<file path="config.mk">
export PLATFORM = sky130hd
export DESIGN_NAME = ex
export DESIGN_NICKNAME = d
export VERILOG_FILES = /design/src/rtl/ex_pkg.sv /design/src/rtl/ex_alu.sv /design/src/rtl/ex.sv
export SDC_FILE = /design/constraint.sdc
export NUM_CORES = 1
export LEC_CHECK = 0
export ABC_CLOCK_PERIOD_IN_PS = 850
export BUFFER_PORTS_ARGS = -buffer_cell sky130_fd_sc_hd__buf_2
export CAP_MARGIN = 5
export CORE_UTILIZATION = 35
export CTS_CLUSTER_DIAMETER = 200
export CTS_CLUSTER_SIZE = 16
export DETAILED_ROUTE_END_ITERATION = 6
export PLACE_DENSITY = 0.62
export SLEW_MARGIN = 20
export SYNTH_ARGS = -nofsm -noshare
export SYNTH_HDL_FRONTEND = slang
export SYNTH_HIERARCHICAL = 1
export SYNTH_SLANG_ARGS = --single-unit
</file>
<file path="constraint.sdc">
create_clock -name clk -period 0.85 [get_ports clk]
set_clock_uncertainty 0.2 [all_clocks]
set_input_delay 0.17 -clock clk [delete_from_list [all_inputs] [get_ports clk]]
set_output_delay 0.17 -clock clk [all_outputs]
set_load 0.03 [all_outputs]
</file>
<file path="src/rtl/ex_pkg.sv">
// ---------------------------------------------------------------------------
// ex_pkg
//   Shared definitions for the MIPS execute stage: main-control ALUOp
//   encodings, R-type funct codes and the internal ALU operation enum.
// ---------------------------------------------------------------------------
package ex_pkg;

   // ALUOp classes produced by main control
   localparam logic [1:0] ALUOP_ADD   = 2'b00;  // lw / sw address calc
   localparam logic [1:0] ALUOP_SUB   = 2'b01;  // beq compare
   localparam logic [1:0] ALUOP_FUNCT = 2'b10;  // R-type, decode funct
   localparam logic [1:0] ALUOP_OR    = 2'b11;  // ori

   // R-type funct field codes
   localparam logic [5:0] FUNCT_ADD = 6'b100000;
   localparam logic [5:0] FUNCT_SUB = 6'b100010;
   localparam logic [5:0] FUNCT_AND = 6'b100100;
   localparam logic [5:0] FUNCT_OR  = 6'b100101;
   localparam logic [5:0] FUNCT_NOR = 6'b100111;
   localparam logic [5:0] FUNCT_SLT = 6'b101010;
   localparam logic [5:0] FUNCT_SLL = 6'b000000;
   localparam logic [5:0] FUNCT_SRL = 6'b000010;

   // Internal ALU operation selected by the control decode
   typedef enum logic [3:0] {
      ALU_ADD,
      ALU_SUB,
      ALU_AND,
      ALU_OR,
      ALU_NOR,
      ALU_SLT,
      ALU_SLL,
      ALU_SRL,
      ALU_NONE    // unsupported funct: result forced to 0
   } alu_op_e;

endpackage

</file>
<file path="src/rtl/ex_alu.sv">
// ---------------------------------------------------------------------------
// ex_alu
//   Combinational 32-bit ALU for the execute stage.
//   Ports:
//     op      in   alu_op_e  operation to perform
//     a       in   DW        operand A (rs)
//     b       in   DW        operand B (rt or immediate)
//     result  out  DW        ALU result
//     zero    out  1         result == 0
// ---------------------------------------------------------------------------
module ex_alu
   import ex_pkg::*;
#(
   parameter int unsigned DW = 32
) (
   input  alu_op_e       op,
   input  logic [DW-1:0] a,
   input  logic [DW-1:0] b,
   output logic [DW-1:0] result,
   output logic          zero
);

   logic slt_bit;

   always_comb begin
      slt_bit = ($signed(a) < $signed(b));
      result  = '0;
      unique case (op)
         ALU_ADD:  result = a + b;
         ALU_SUB:  result = a - b;
         ALU_AND:  result = a & b;
         ALU_OR:   result = a | b;
         ALU_NOR:  result = ~(a | b);
         ALU_SLT:  result = {{(DW-1){1'b0}}, slt_bit};
         // Shift operand roles differ: SLL shifts B by A, SRL shifts A by B
         ALU_SLL:  result = b << a[4:0];
         ALU_SRL:  result = a >> b[4:0];
         ALU_NONE: result = '0;
         default:  result = '0;
      endcase
   end

   assign zero = (result == '0);

endmodule

</file>
<file path="src/rtl/ex.sv">
// ---------------------------------------------------------------------------
// ex
//   Execute stage of the 5-stage MIPS pipeline. Decodes ALU control, runs
//   the ALU, computes the branch target and selects the next PC. All outputs
//   are registered and form the EX/MEM pipeline register.
//   Ports:
//     clk        in   1    rising-edge clock
//     reset      in   1    asynchronous active-low reset
//     rs         in   DW   operand A
//     rt         in   DW   register rt (operand B when ALUSrc=0)
//     sign_ext   in   DW   immediate (operand B when ALUSrc=1; branch offset)
//     pc         in   DW   PC+4 of the instruction in EX
//     ALUSrc     in   1    operand B select
//     ALUOp      in   2    ALU operation class
//     funct      in   6    funct field (used when ALUOp=10)
//     branch     in   1    instruction is beq
//     address    out  DW   registered branch target
//     zero       out  1    registered result-is-zero flag
//     resultOut  out  DW   registered ALU result
//     pcout      out  DW   registered next PC
// ---------------------------------------------------------------------------
module ex
   import ex_pkg::*;
#(
   parameter int unsigned DW = 32
) (
   input  logic          clk,
   input  logic          reset,
   input  logic [DW-1:0] rs,
   input  logic [DW-1:0] rt,
   input  logic [DW-1:0] sign_ext,
   input  logic [DW-1:0] pc,
   input  logic          ALUSrc,
   input  logic [1:0]    ALUOp,
   input  logic [5:0]    funct,
   input  logic          branch,
   output logic [DW-1:0] address,
   output logic          zero,
   output logic [DW-1:0] resultOut,
   output logic [DW-1:0] pcout
);

   alu_op_e       alu_op;
   logic [DW-1:0] op_b;
   logic [DW-1:0] alu_result;
   logic          alu_zero;

   logic [DW-1:0] address_d, address_q;
   logic          zero_d,    zero_q;
   logic [DW-1:0] result_d,  result_q;
   logic [DW-1:0] pcout_d,   pcout_q;

   // ALU control decode
   always_comb begin
      alu_op = ALU_NONE;
      unique case (ALUOp)
         ALUOP_ADD: alu_op = ALU_ADD;
         ALUOP_SUB: alu_op = ALU_SUB;
         ALUOP_OR:  alu_op = ALU_OR;
         ALUOP_FUNCT: begin
            unique case (funct)
               FUNCT_ADD: alu_op = ALU_ADD;
               FUNCT_SUB: alu_op = ALU_SUB;
               FUNCT_AND: alu_op = ALU_AND;
               FUNCT_OR:  alu_op = ALU_OR;
               FUNCT_NOR: alu_op = ALU_NOR;
               FUNCT_SLT: alu_op = ALU_SLT;
               FUNCT_SLL: alu_op = ALU_SLL;
               FUNCT_SRL: alu_op = ALU_SRL;
               default:   alu_op = ALU_NONE;
            endcase
         end
         default: alu_op = ALU_NONE;
      endcase
   end

   assign op_b = ALUSrc ? sign_ext : rt;

   ex_alu #(
      .DW (DW)
   ) u_alu (
      .op     (alu_op),
      .a      (rs),
      .b      (op_b),
      .result (alu_result),
      .zero   (alu_zero)
   );

   // Branch target is formed every cycle; only pcout depends on branch.
   always_comb begin
      address_d = pc + (sign_ext << 2);
      zero_d    = alu_zero;
      result_d  = alu_result;
      pcout_d   = (branch && alu_zero) ? address_d : pc;
   end

   always_ff @(posedge clk or negedge reset) begin
      if (!reset) begin
         address_q <= '0;
         zero_q    <= 1'b0;
         result_q  <= '0;
         pcout_q   <= '0;
      end else begin
         address_q <= address_d;
         zero_q    <= zero_d;
         result_q  <= result_d;
         pcout_q   <= pcout_d;
      end
   end

   assign address   = address_q;
   assign zero      = zero_q;
   assign resultOut = result_q;
   assign pcout     = pcout_q;

endmodule

</file>
* Yosys cells after proc, flatten, opt, wreduce, memory -nomap -nowiden
Cells that the tools add are included.
** Storage, ports and cells
- Bits in registers :: 97
- Word-level logic and storage cells :: 40
** Cells by class
- $add $sub $neg :: 3
- Order comparisons :: 1
- Equality and inequality tests :: 17
- Shift-type cells :: 2
- Muxes and demuxes :: 5
- Bitwise operators :: 3
- Reduce and logical (&&, ||, !) cells :: 5
** Operators with widths (count)
- one-hot mux 32 bit (8 select lines) :: 1
- adder 32 bit :: 2
- two-way mux 32 bit :: 2
- equality test 6 bit, second input constant :: 6
- AND 32 bit :: 1
- logical NOT 32 bit :: 1
- less-than comparator 32 bit :: 1
- inverter 32 bit :: 1
- bitwise OR 32 bit :: 1
- one-hot mux 4 bit (8 select lines) :: 1
- << shifter 32 x 5 -> 32 bit :: 1
- >> shifter 32 x 5 -> 32 bit :: 1
- subtractor 32 bit :: 1
- equality test 4 x 3 -> 1 bit, second input constant :: 4
- one-hot mux 4 bit (4 select lines) :: 1
- equality test 4 x 2 -> 1 bit, second input constant :: 2
- equality test 6 x 2 -> 1 bit, second input constant :: 1
- logical NOT 6 bit :: 1
- equality test 2 bit, second input constant :: 2
- equality test 4 x 1 -> 1 bit, second input constant :: 1
- logical NOT 4 bit :: 1
- equality test 2 x 1 -> 1 bit, second input constant :: 1
- logical NOT 2 bit :: 1
- logical AND 1 bit :: 1

* Depth between registers and ports, before layout
Gate-level depths: netlist of the first run.
- Depth after elaboration :: 8
- Gate-level depth with buffers :: 25
- Gate-level depth less buffers :: 19

* Hierarchy
Netlist of the first run, hierarchy kept.
** Modules (own cells, without submodules)
- ex_alu :: times used 1, cells an instance 1404, area an instance 10281.1 um2
- ex :: times used 1, cells an instance 411, area an instance 4839.6 um2

* Worst setup path after synthesis of the first run
Ideal clock, no wire load.
- Path kind :: input port to flip-flop
- Start point :: input ALUSrc
- End point :: register pcout_q[10], in the netlist pcout[10]
- Setup time :: 0.125 ns
- Data arrival time :: 6.380 ns
- Required time :: 0.525 ns
- Slack :: -5.855 ns
- Stages on the path :: 23
- Path buffers :: 7
- Cells stage by stage :: clkbuf_1 buf_1 mux2_2 buf_2 inv_1 buf_2 clkbuf_1 clkbuf_1 ha_1 o21ba_2 or4_4 and4_1 a2111oi_0 nand3_1 or4_1 or4_1 or4b_1 nor4_1 nand4bb_1 nor4_2 nand2_1 clkbuf_1 mux2_2
** On the way
- Elaborated cells between the ends (all ways) :: 13
- Those cells by class :: add/sub: 2; order compare: 1; shift: 2; mux: 3; bitwise: 3; reduce/logical: 2
** RTL lines
- start: declaration :: line ex.sv:33 : input logic ALUSrc,
- two-way mux 32 bit * :: line ex.sv:77 : assign op_b = ALUSrc ? sign_ext : rt;
- net op_b[1] :: line ex.sv:44 : logic [DW-1:0] op_b;
- subtractor 32 bit (tied with other cells) :: line ex_alu.sv:30 : ALU_SUB: result = a - b;
- one-hot mux 32 bit (8 select lines) * :: line ex_alu.sv:28 : unique case (op)
- net alu_result[5] :: line ex.sv:45 : logic [DW-1:0] alu_result;
- logical NOT 32 bit * :: line ex_alu.sv:43 : assign zero = (result == '0);
- net alu_zero :: line ex.sv:46 : logic alu_zero;
- logical AND 1 bit * :: line ex.sv:94 : pcout_d = (branch && alu_zero) ? address_d : pc;
- two-way mux 32 bit * :: line ex.sv:94
- net pcout_d[10] :: line ex.sv:51 : logic [DW-1:0] pcout_d, pcout_q;
- end signal: assignment :: line ex.sv:107 : pcout_q <= pcout_d;
- end: declaration :: line ex.sv:51
Mark *: on every way through the listed nets, which the timed path passes. The rest lies on a longest branch.

* Worst setup path after layout of the first run
- Start point :: input ALUSrc
- End point :: register pcout_q[7], in the netlist pcout[7]
The elaborated chain is that of the path after synthesis.

==> flow_metrics.py, run 1 <==
metrics = {
    "timing": {
        "final_max_slew_viol_count": 0,
        "period_minus_slack_ps": 5205,
        "timing.final.setup_violations": 189,
        "max_freq_mhz": 192.1,
        "worst_slack_ps": -4355,
        "min_period_over_period_pct": 612.3,
        "timing.final.hold_violations": 127,
        "worst_hold_slack_ps": -505.1,
        "slew-limit-headroom_pct": 46.53,
        "slew_at_the_pin_with_the_worst_max_slew_slack_ps": 781.8,
        "grt_setup_unrepaired": "true",
    },
    "clock_tree": {
        "sink_count": 95,
        "clkSlewWorstSetupHoldPaths_ps": 70,
        "cts_max_path_buffers": 2,
        "tritoncts.num_buffers": 9,
        "tritoncts_clock_tree": "yes",
        "h-tree-depth": 3,
        "clock-root-buffer": "sky130_fd_sc_hd__clkbuf_16",
        "holdBufCountCts": 2,
    },
    "final_layout": {
        "finalInstanceArea_sq_um": 26520,
        "fillCellCount": 3497,
        "layout.nets": 3085,
        "antennaDiodeCount": 0,
        "syn_to_final_growth_pct": 75.41,
        "layout.cells.non_filler": 3388,
        "layout-drive-gt1-share_pct": 57.13,
    },
    "detailed_routing": {
        "via_per_inst": 5.823,
        "detail_route.iter0.violations": 1881,
        "ant_nets": 0,
        "postRouteWirelength_mm": 81.54,
        "dr.pass1.iters": 6,
        "final_routed_drc_violation_total": 0,
        "final_routed_wire_length_divided_by_cell_count_um": 24.07,
        "routed-via-count": 19727,
    },
    "yosys": {
        "synth.avg_cell_area_sq_um": 8.331,
        "yosys_warnings": 6,
        "synth_cells": 1815,
        "synthFlopType": "sky130_fd_sc_hd__dfrtp_1",
        "asyncSetResetFlopFracSynth_pct": 100.0,
        "synth_enable_flop_cells": 0,
        "synth.cell_area_sq_um": 15120,
        "synth.top_cells.by_count": "sky130_fd_sc_hd__nand2_1 (155), sky130_fd_sc_hd__ha_1 (135), sky130_fd_sc_hd__a21oi_1 (131)",
        "synth.lib_cells_used.distinct": 98,
        "ys_top_cells_by_area": "sky130_fd_sc_hd__dfrtp_1 (16%), sky130_fd_sc_hd__ha_1 (11%), sky130_fd_sc_hd__mux4_2 (8.2%), sky130_fd_sc_hd__mux2i_1 (6.0%), sky130_fd_sc_hd__mux2_2 (5.7%)",
        "synth_largest_type_area_fraction_pct": 15.72,
        "synth-seq-area-share_pct": 15.72,
        "synth_net_count": 2093,
        "ys_seq_elements": 95,
        "yosys_top_cell_by_area": "sky130_fd_sc_hd__dfrtp_1",
        "yosys.cell_count.top_type": "sky130_fd_sc_hd__nand2_1",
    },
    "global_routing": {
        "grt_start_max_net_pins": 48,
        "grt_pass1_vias": 19861,
        "grt_use_total_pct": 35.66,
        "grt_antenna_before_repair": 2,
        "first_pass_grt_wire_length_mm": 118.4,
        "globalRouteOverflowTotal": 0,
    },
    "worst_setup_path": {
        "worst_path_class_setup": "in2reg",
        "cp_max_fo": 7,
        "timing.critical_path.arrival_ps": 5280,
        "worstSetupStartpoint": "ALUSrc",
        "setup.worst_path.end_class": "flop",
        "startpoint_type_of_the_worst_setup_path": "input port",
        "cp.required_ps": 930,
    },
    "place": {
        "post-dp-hpwl_mm": 63.24,
        "placement.io_buffers": 236,
        "placed_cells_incl_taps": 3258,
        "dpl_worst_slack_ps": -5361,
        "placed_cell_area_sq_um": 22720,
        "weighted_congestion_at_the_end_of_routability_driven_global_placement": 0.9853,
    },
    "run_status": {
        "violations_in_the_final_reports": "hold timing, setup timing",
        "status": "finished with violations",
    },
    "power_and_ir_drop": {
        "ir_worst_vdd_uv": 938.1,
        "post-layout-total-power_uw": 32480,
        "leakage_uw": 0.01231,
        "power-per-cell-area_nw_per_um2": 1225,
    },
    "floorplan": {
        "die_area_sq_um": 44040,
        "die_w_um": 209.9,
        "die_y_um": 209.9,
        "io_pins": 237,
        "core_region_area_sq_um": 42320,
        "initial_core_util_pct": 35.73,
        "placementRows": 75,
    },
    "worst_hold_path": {
        "hold_path_class": "in2async",
    },
    "flow_run": {
        "cap_viol_max_count": 0,
    },
}
cell type report:
class | count | area, sq um | area share, %
Tap cell | 577 | 721.9 | 2.722
Timing Repair Buffer | 1113 | 8622 | 32.51
Clock buffer | 9 | 225.2 | 0.8491
Inverter | 115 | 469.2 | 1.769
Multi-Input combinational cell | 1473 | 14010 | 52.83
Sequential cell | 95 | 2380 | 8.973
Clock inverter | 6 | 92.59 | 0.3491
worst max-delay path: stages:
cell,delay [ps]
sky130_fd_sc_hd__buf_12,110
sky130_fd_sc_hd__mux2_4,350
sky130_fd_sc_hd__ha_2,210
sky130_fd_sc_hd__fa_2,340
sky130_fd_sc_hd__a21o_1,210
sky130_fd_sc_hd__a221oi_4,380
sky130_fd_sc_hd__mux2_4,220
sky130_fd_sc_hd__nand3_2,70
sky130_fd_sc_hd__or4_4,550
sky130_fd_sc_hd__nand4bb_1,210
sky130_fd_sc_hd__or4_4,530
sky130_fd_sc_hd__or4b_4,540
sky130_fd_sc_hd__nor4_2,150
sky130_fd_sc_hd__nand4bb_1,240
sky130_fd_sc_hd__nor4_2,200
sky130_fd_sc_hd__buf_4,200
sky130_fd_sc_hd__nand2_8,110
sky130_fd_sc_hd__buf_16,180
sky130_fd_sc_hd__mux2_4,300
timing repair:
item	in CTS	in global routing
gates resized for setup	359	183
hold endpoints to repair	130	127
pin swaps	100	92
cloned	4	2
setup endpoints to repair	189	189
buffers inserted	85	40
state kept, by name, summed over array words and instances (netlist names):
signal	cells
pcout	32
zero	1
address	30
resultOut	32
cell usage in the layout (no fill, tap or decap), types with 14 or more instances in the layout:
| cell | instances |
|---|---|
| sky130_fd_sc_hd__nand4_1 | 25 |
| sky130_fd_sc_hd__mux4_2 | 56 |
| sky130_fd_sc_hd__inv_1 | 94 |
| sky130_fd_sc_hd__o211ai_1 | 28 |
| sky130_fd_sc_hd__mux2_4 | 25 |
| sky130_fd_sc_hd__nand2_1 | 142 |
| sky130_fd_sc_hd__o21ai_0 | 44 |
| sky130_fd_sc_hd__a21oi_1 | 98 |
| sky130_fd_sc_hd__nor2b_1 | 14 |
| sky130_fd_sc_hd__nand2b_1 | 14 |
| sky130_fd_sc_hd__ha_1 | 90 |
| sky130_fd_sc_hd__buf_4 | 776 |
| sky130_fd_sc_hd__buf_6 | 97 |
| sky130_fd_sc_hd__o21a_1 | 18 |
| sky130_fd_sc_hd__nand3_1 | 32 |
| sky130_fd_sc_hd__nor2_1 | 107 |
| sky130_fd_sc_hd__o22ai_1 | 15 |
| sky130_fd_sc_hd__a21o_1 | 25 |
| sky130_fd_sc_hd__a21oi_2 | 25 |
| sky130_fd_sc_hd__dfrtp_1 | 93 |
| sky130_fd_sc_hd__a22oi_1 | 20 |
| sky130_fd_sc_hd__buf_2 | 206 |
| sky130_fd_sc_hd__nor3_1 | 24 |
| sky130_fd_sc_hd__ha_4 | 38 |
| sky130_fd_sc_hd__o21ai_1 | 15 |
| sky130_fd_sc_hd__mux2i_1 | 88 |
| sky130_fd_sc_hd__xnor2_1 | 22 |
| sky130_fd_sc_hd__buf_12 | 18 |
| sky130_fd_sc_hd__a31oi_1 | 17 |
| sky130_fd_sc_hd__a211oi_1 | 17 |
| sky130_fd_sc_hd__mux2_2 | 51 |
how the worst max path moves through the flow:
stage	endpoint	slack [ps]	cells past startpoint
2_1_floorplan	pcout[10]$_DFF_PN0_	-4720	23
3_3_place_gp	pcout[4]$_DFF_PN0_	-5300	22
3_5_place_dp	pcout[12]$_DFF_PN0_	-5360	22
4_1_cts	pcout[29]$_DFF_PN0_	-4260	22
5_1_grt	pcout[13]$_DFF_PN0_	-4460	23
6_report	pcout[7]$_DFF_PN0_	-4350	19
through the flow:
step | setup TNS (ps) | util, %
3_3_place_gp | -300800 | 53.69
3_5_place_dp | -304020 | 53.69
2_1_floorplan | -249570 | -
6_report | -274120 | 62.67
5_1_grt | -283360 | 62.67
4_1_cts | -271060 | 59.87
report_power, final:
part	switching [uW]	internal, uW
registers	212	5230
logic	11800	10600
clock network	2120	2580
total	14100	18400
routing by layer:
layer	global-route usage [%]	up-vias	wire length (um)
met1	45.07	9661	33210
met2	59.20	987	38040
li1	-	8844	-
met3	6.195	233	6132
met4	16.18	2	4139
met5	0	-	12
cells by family after synthesis:
| group | count (synthesis) | share of synthesized area [%] |
|---|---|---|
| adder cells (fa/ha/maj) | 138 | 11.57 |
| multiplexers | 228 | 20.92 |
| XOR/XNOR | 42 | 2.433 |
| AO/OA/AOI/OAI | 554 | 25.48 |
| flip-flops | 95 | 15.72 |
| AND/OR/NAND/NOR | 511 | 16.52 |
| buffers and inverters | 247 | 7.356 |
No activity file was read; power rests on OpenSTA's default activity.
==> run 2, diff against run 1 <==
==> constraint.sdc (replaced) <==
create_clock -name clk -period 0.85 [get_ports clk]
set_clock_uncertainty 0.2 [all_clocks]
set_input_delay 0.0425 -clock clk [delete_from_list [all_inputs] [get_ports clk]]
set_output_delay 0.0425 -clock clk [all_outputs]
set_load 0.03 [all_outputs]
==> flow_metrics.py, run 2 (synthesized netlist as in run 1, its figures left out) <==
metrics = {
    "run_status": {
        "status": "finished with violations",
        "violations_in_the_final_reports": "hold timing, setup timing",
    },
    "final_layout": {
        "layout-drive-gt1-share_pct": 55.93,
        "layout.nets": 3039,
        "most-common-layout-cells": "sky130_fd_sc_hd__buf_4 (736), sky130_fd_sc_hd__buf_2 (202), sky130_fd_sc_hd__nand2_1 (143)",
        "final_common_cell": "sky130_fd_sc_hd__buf_4",
        "finalInstanceArea_sq_um": 26010,
        "syn_to_final_growth_pct": 72.01,
        "antennaDiodeCount": 0,
    },
    "clock_tree": {
        "clkSlewWorstSetupHoldPaths_ps": 80,
        "holdBufCountCts": 5,
        "cts_max_path_buffers": 2,
        "tritoncts.num_buffers": 9,
        "tritoncts_clock_tree": "yes",
        "h-tree-depth": 3,
        "sink_count": 95,
        "clock-root-buffer": "sky130_fd_sc_hd__clkbuf_16",
    },
    "global_routing": {
        "grt_pass1_vias": 19435,
        "grt_start_max_net_pins": 39,
        "grt_antenna_before_repair": 1,
        "globalRouteOverflowTotal": 0,
        "first_pass_grt_wire_length_mm": 117.3,
        "grt_use_total_pct": 35.23,
    },
    "detailed_routing": {
        "final_routed_wire_length_divided_by_cell_count_um": 24.06,
        "detail_route.iter0.violations": 1849,
        "dr.pass1.iters": 5,
        "via_per_inst": 5.847,
        "ant_nets": 0,
        "routed-via-count": 19545,
        "postRouteWirelength_mm": 80.45,
        "final_routed_drc_violation_total": 0,
    },
    "timing": {
        "final_max_slew_viol_count": 0,
        "slew_at_the_pin_with_the_worst_max_slew_slack_ps": 726.0,
        "worst_slack_ps": -4200,
        "slew-limit-headroom_pct": 51.23,
        "max_freq_mhz": 198.0,
        "grt_setup_unrepaired": "true",
        "worst_hold_slack_ps": -298.7,
        "timing.final.setup_violations": 189,
        "period_minus_slack_ps": 5050,
        "finalSetupTns_ps": -251350,
        "min_period_over_period_pct": 594.2,
        "timing.final.hold_violations": 82,
    },
    "floorplan": {
        "placementRows": 75,
        "die_w_um": 209.9,
        "core_region_area_sq_um": 42320,
        "die_area_sq_um": 44040,
        "io_pins": 237,
        "die_y_um": 209.9,
        "initial_core_util_pct": 35.73,
    },
    "power_and_ir_drop": {
        "leakage_uw": 0.01200,
        "power-per-cell-area_nw_per_um2": 1220,
        "post-layout-total-power_uw": 31740,
        "ir_worst_vdd_uv": 908.2,
    },
    "worst_setup_path": {
        "critical_path.slowest_cell": "sky130_fd_sc_hd__or4b_4",
        "critical_path_most_common_cell": "sky130_fd_sc_hd__mux2_4",
        "cp.required_ps": 930,
        "cp_slowest_stage_delay_ps": 600,
        "setup.worst_path.end_class": "flop",
        "worstSetupStartpoint": "ALUSrc",
        "cp_max_fo": 8,
        "crit_chain": "buf_12 -> mux2_4 -> ha_4 -> fa_2 -> a21o_1 -> a221oi_4 -> mux2_4 -> nand3_2 -> or4_4 -> nand4bb_1 -> or4_4 -> or4b_4 -> nor4_4 -> nand4bb_4 -> nor4_4 -> nand2_4 -> buf_12 -> mux2_4",
        "timing.critical_path.arrival_ps": 5130,
        "worst_path_class_setup": "in2reg",
        "startpoint_type_of_the_worst_setup_path": "input port",
    },
    "place": {
        "placed_cell_area_sq_um": 22610,
        "placement.io_buffers": 236,
        "weighted_congestion_at_the_end_of_routability_driven_global_placement": 1.036,
        "post-dp-hpwl_mm": 62.99,
    },
    "worst_hold_path": {
        "hp-start": "pc[28]",
        "timing.hold.worst_path_depth": 2,
        "hold_worst_path_end": "pcout[28]$_DFF_PN0_",
        "hold_path_class": "in2reg",
    },
    "flow_run": {
        "cap_viol_max_count": 0,
    },
}
==> run 2: cell count changes in the layout (fill, tap and decap cells not counted), moves of 5 or more <==
cell	previous run	this run
sky130_fd_sc_hd__a211oi_4	7	2
sky130_fd_sc_hd__mux2_4	25	18
sky130_fd_sc_hd__nor4_2	7	0
sky130_fd_sc_hd__mux2_2	51	58
sky130_fd_sc_hd__buf_6	97	104
sky130_fd_sc_hd__buf_4	776	736
sky130_fd_sc_hd__ha_2	7	2
sky130_fd_sc_hd__ha_1	90	98
sky130_fd_sc_hd__nor4_4	3	9
sky130_fd_sc_hd__nor3_2	4	12
sky130_fd_sc_hd__nor3_1	24	17
==> run 2: where the power goes <==
part / switching (uW) / internal, uW
logic: 11700 / 10200
registers: 215 / 5230
clock network: 2110 / 2300
total: 14000 / 17700
==> run 2: area by class of cell <==
| cell class | instances | area, sq um |
|---|---|---|
| multi-input combinational | 1474 | 14010 |
| clock inverter | 6 | 68.82 |
| inverter | 115 | 471.7 |
| sequential | 95 | 2380 |
| timing repair buffer | 1066 | 8130 |
| fill | 3569 | 16310 |
| tap | 577 | 721.9 |
| clock buffer | 10 | 229.0 |
==> run 2: what timing repair did <==
item,CTS,global route
buffers inserted,46,46
gates resized for setup,326,220
endpoints found under the hold margin,149,62
pin swaps,96,99
cloned,2,1
setup endpoints to repair,189,189
==> run 2: per-stage QoR <==
stage | hold slack [ps] | util, % | instances | setup WS (ps)
after global routing | -300.4 | 61.46 | 3343 | -4308
after detailed placement | -193.6 | 53.42 | 3246 | -5343
final | -298.7 | 61.46 | 3343 | -4200
after global placement | -196.7 | 53.42 | 3246 | -5259
after floorplan | -453.1 | - | 1815 | -4594
after CTS | -312.4 | 58.65 | 3310 | -4163
==> run 2: worst max-delay path by stage <==
| stage | depth (start not counted) | to | slack [ps] |
|---|---|---|---|
| 2_1_floorplan | 23 | pcout[10]$_DFF_PN0_ | -4590 |
| 3_3_place_gp | 21 | pcout[2]$_DFF_PN0_ | -5260 |
| 3_5_place_dp | 21 | pcout[5]$_DFF_PN0_ | -5340 |
| 4_1_cts | 22 | pcout[29]$_DFF_PN0_ | -4160 |
| 5_1_grt | 22 | pcout[15]$_DFF_PN0_ | -4310 |
| 6_report | 18 | pcout[5]$_DFF_PN0_ | -4200 |
==> run 2: metal layers <==
layer	vias up	routed length [um]	GRT usage [%]
met5	-	14	0
met4	2	3424	14.67
met3	195	5788	5.342
met2	946	38030	58.70
met1	9663	33190	45.33
li1	8739	-	-
==> run 2: worst max-delay path, delay by kind of cell <==
| family | cells | cell delay [ps] |
|---|---|---|
| fa+ha+maj | 2 | 580 |
| compound gates | 2 | 590 |
| mux | 3 | 880 |
| simple gates | 9 | 2690 |
| buf+inv | 2 | 320 |
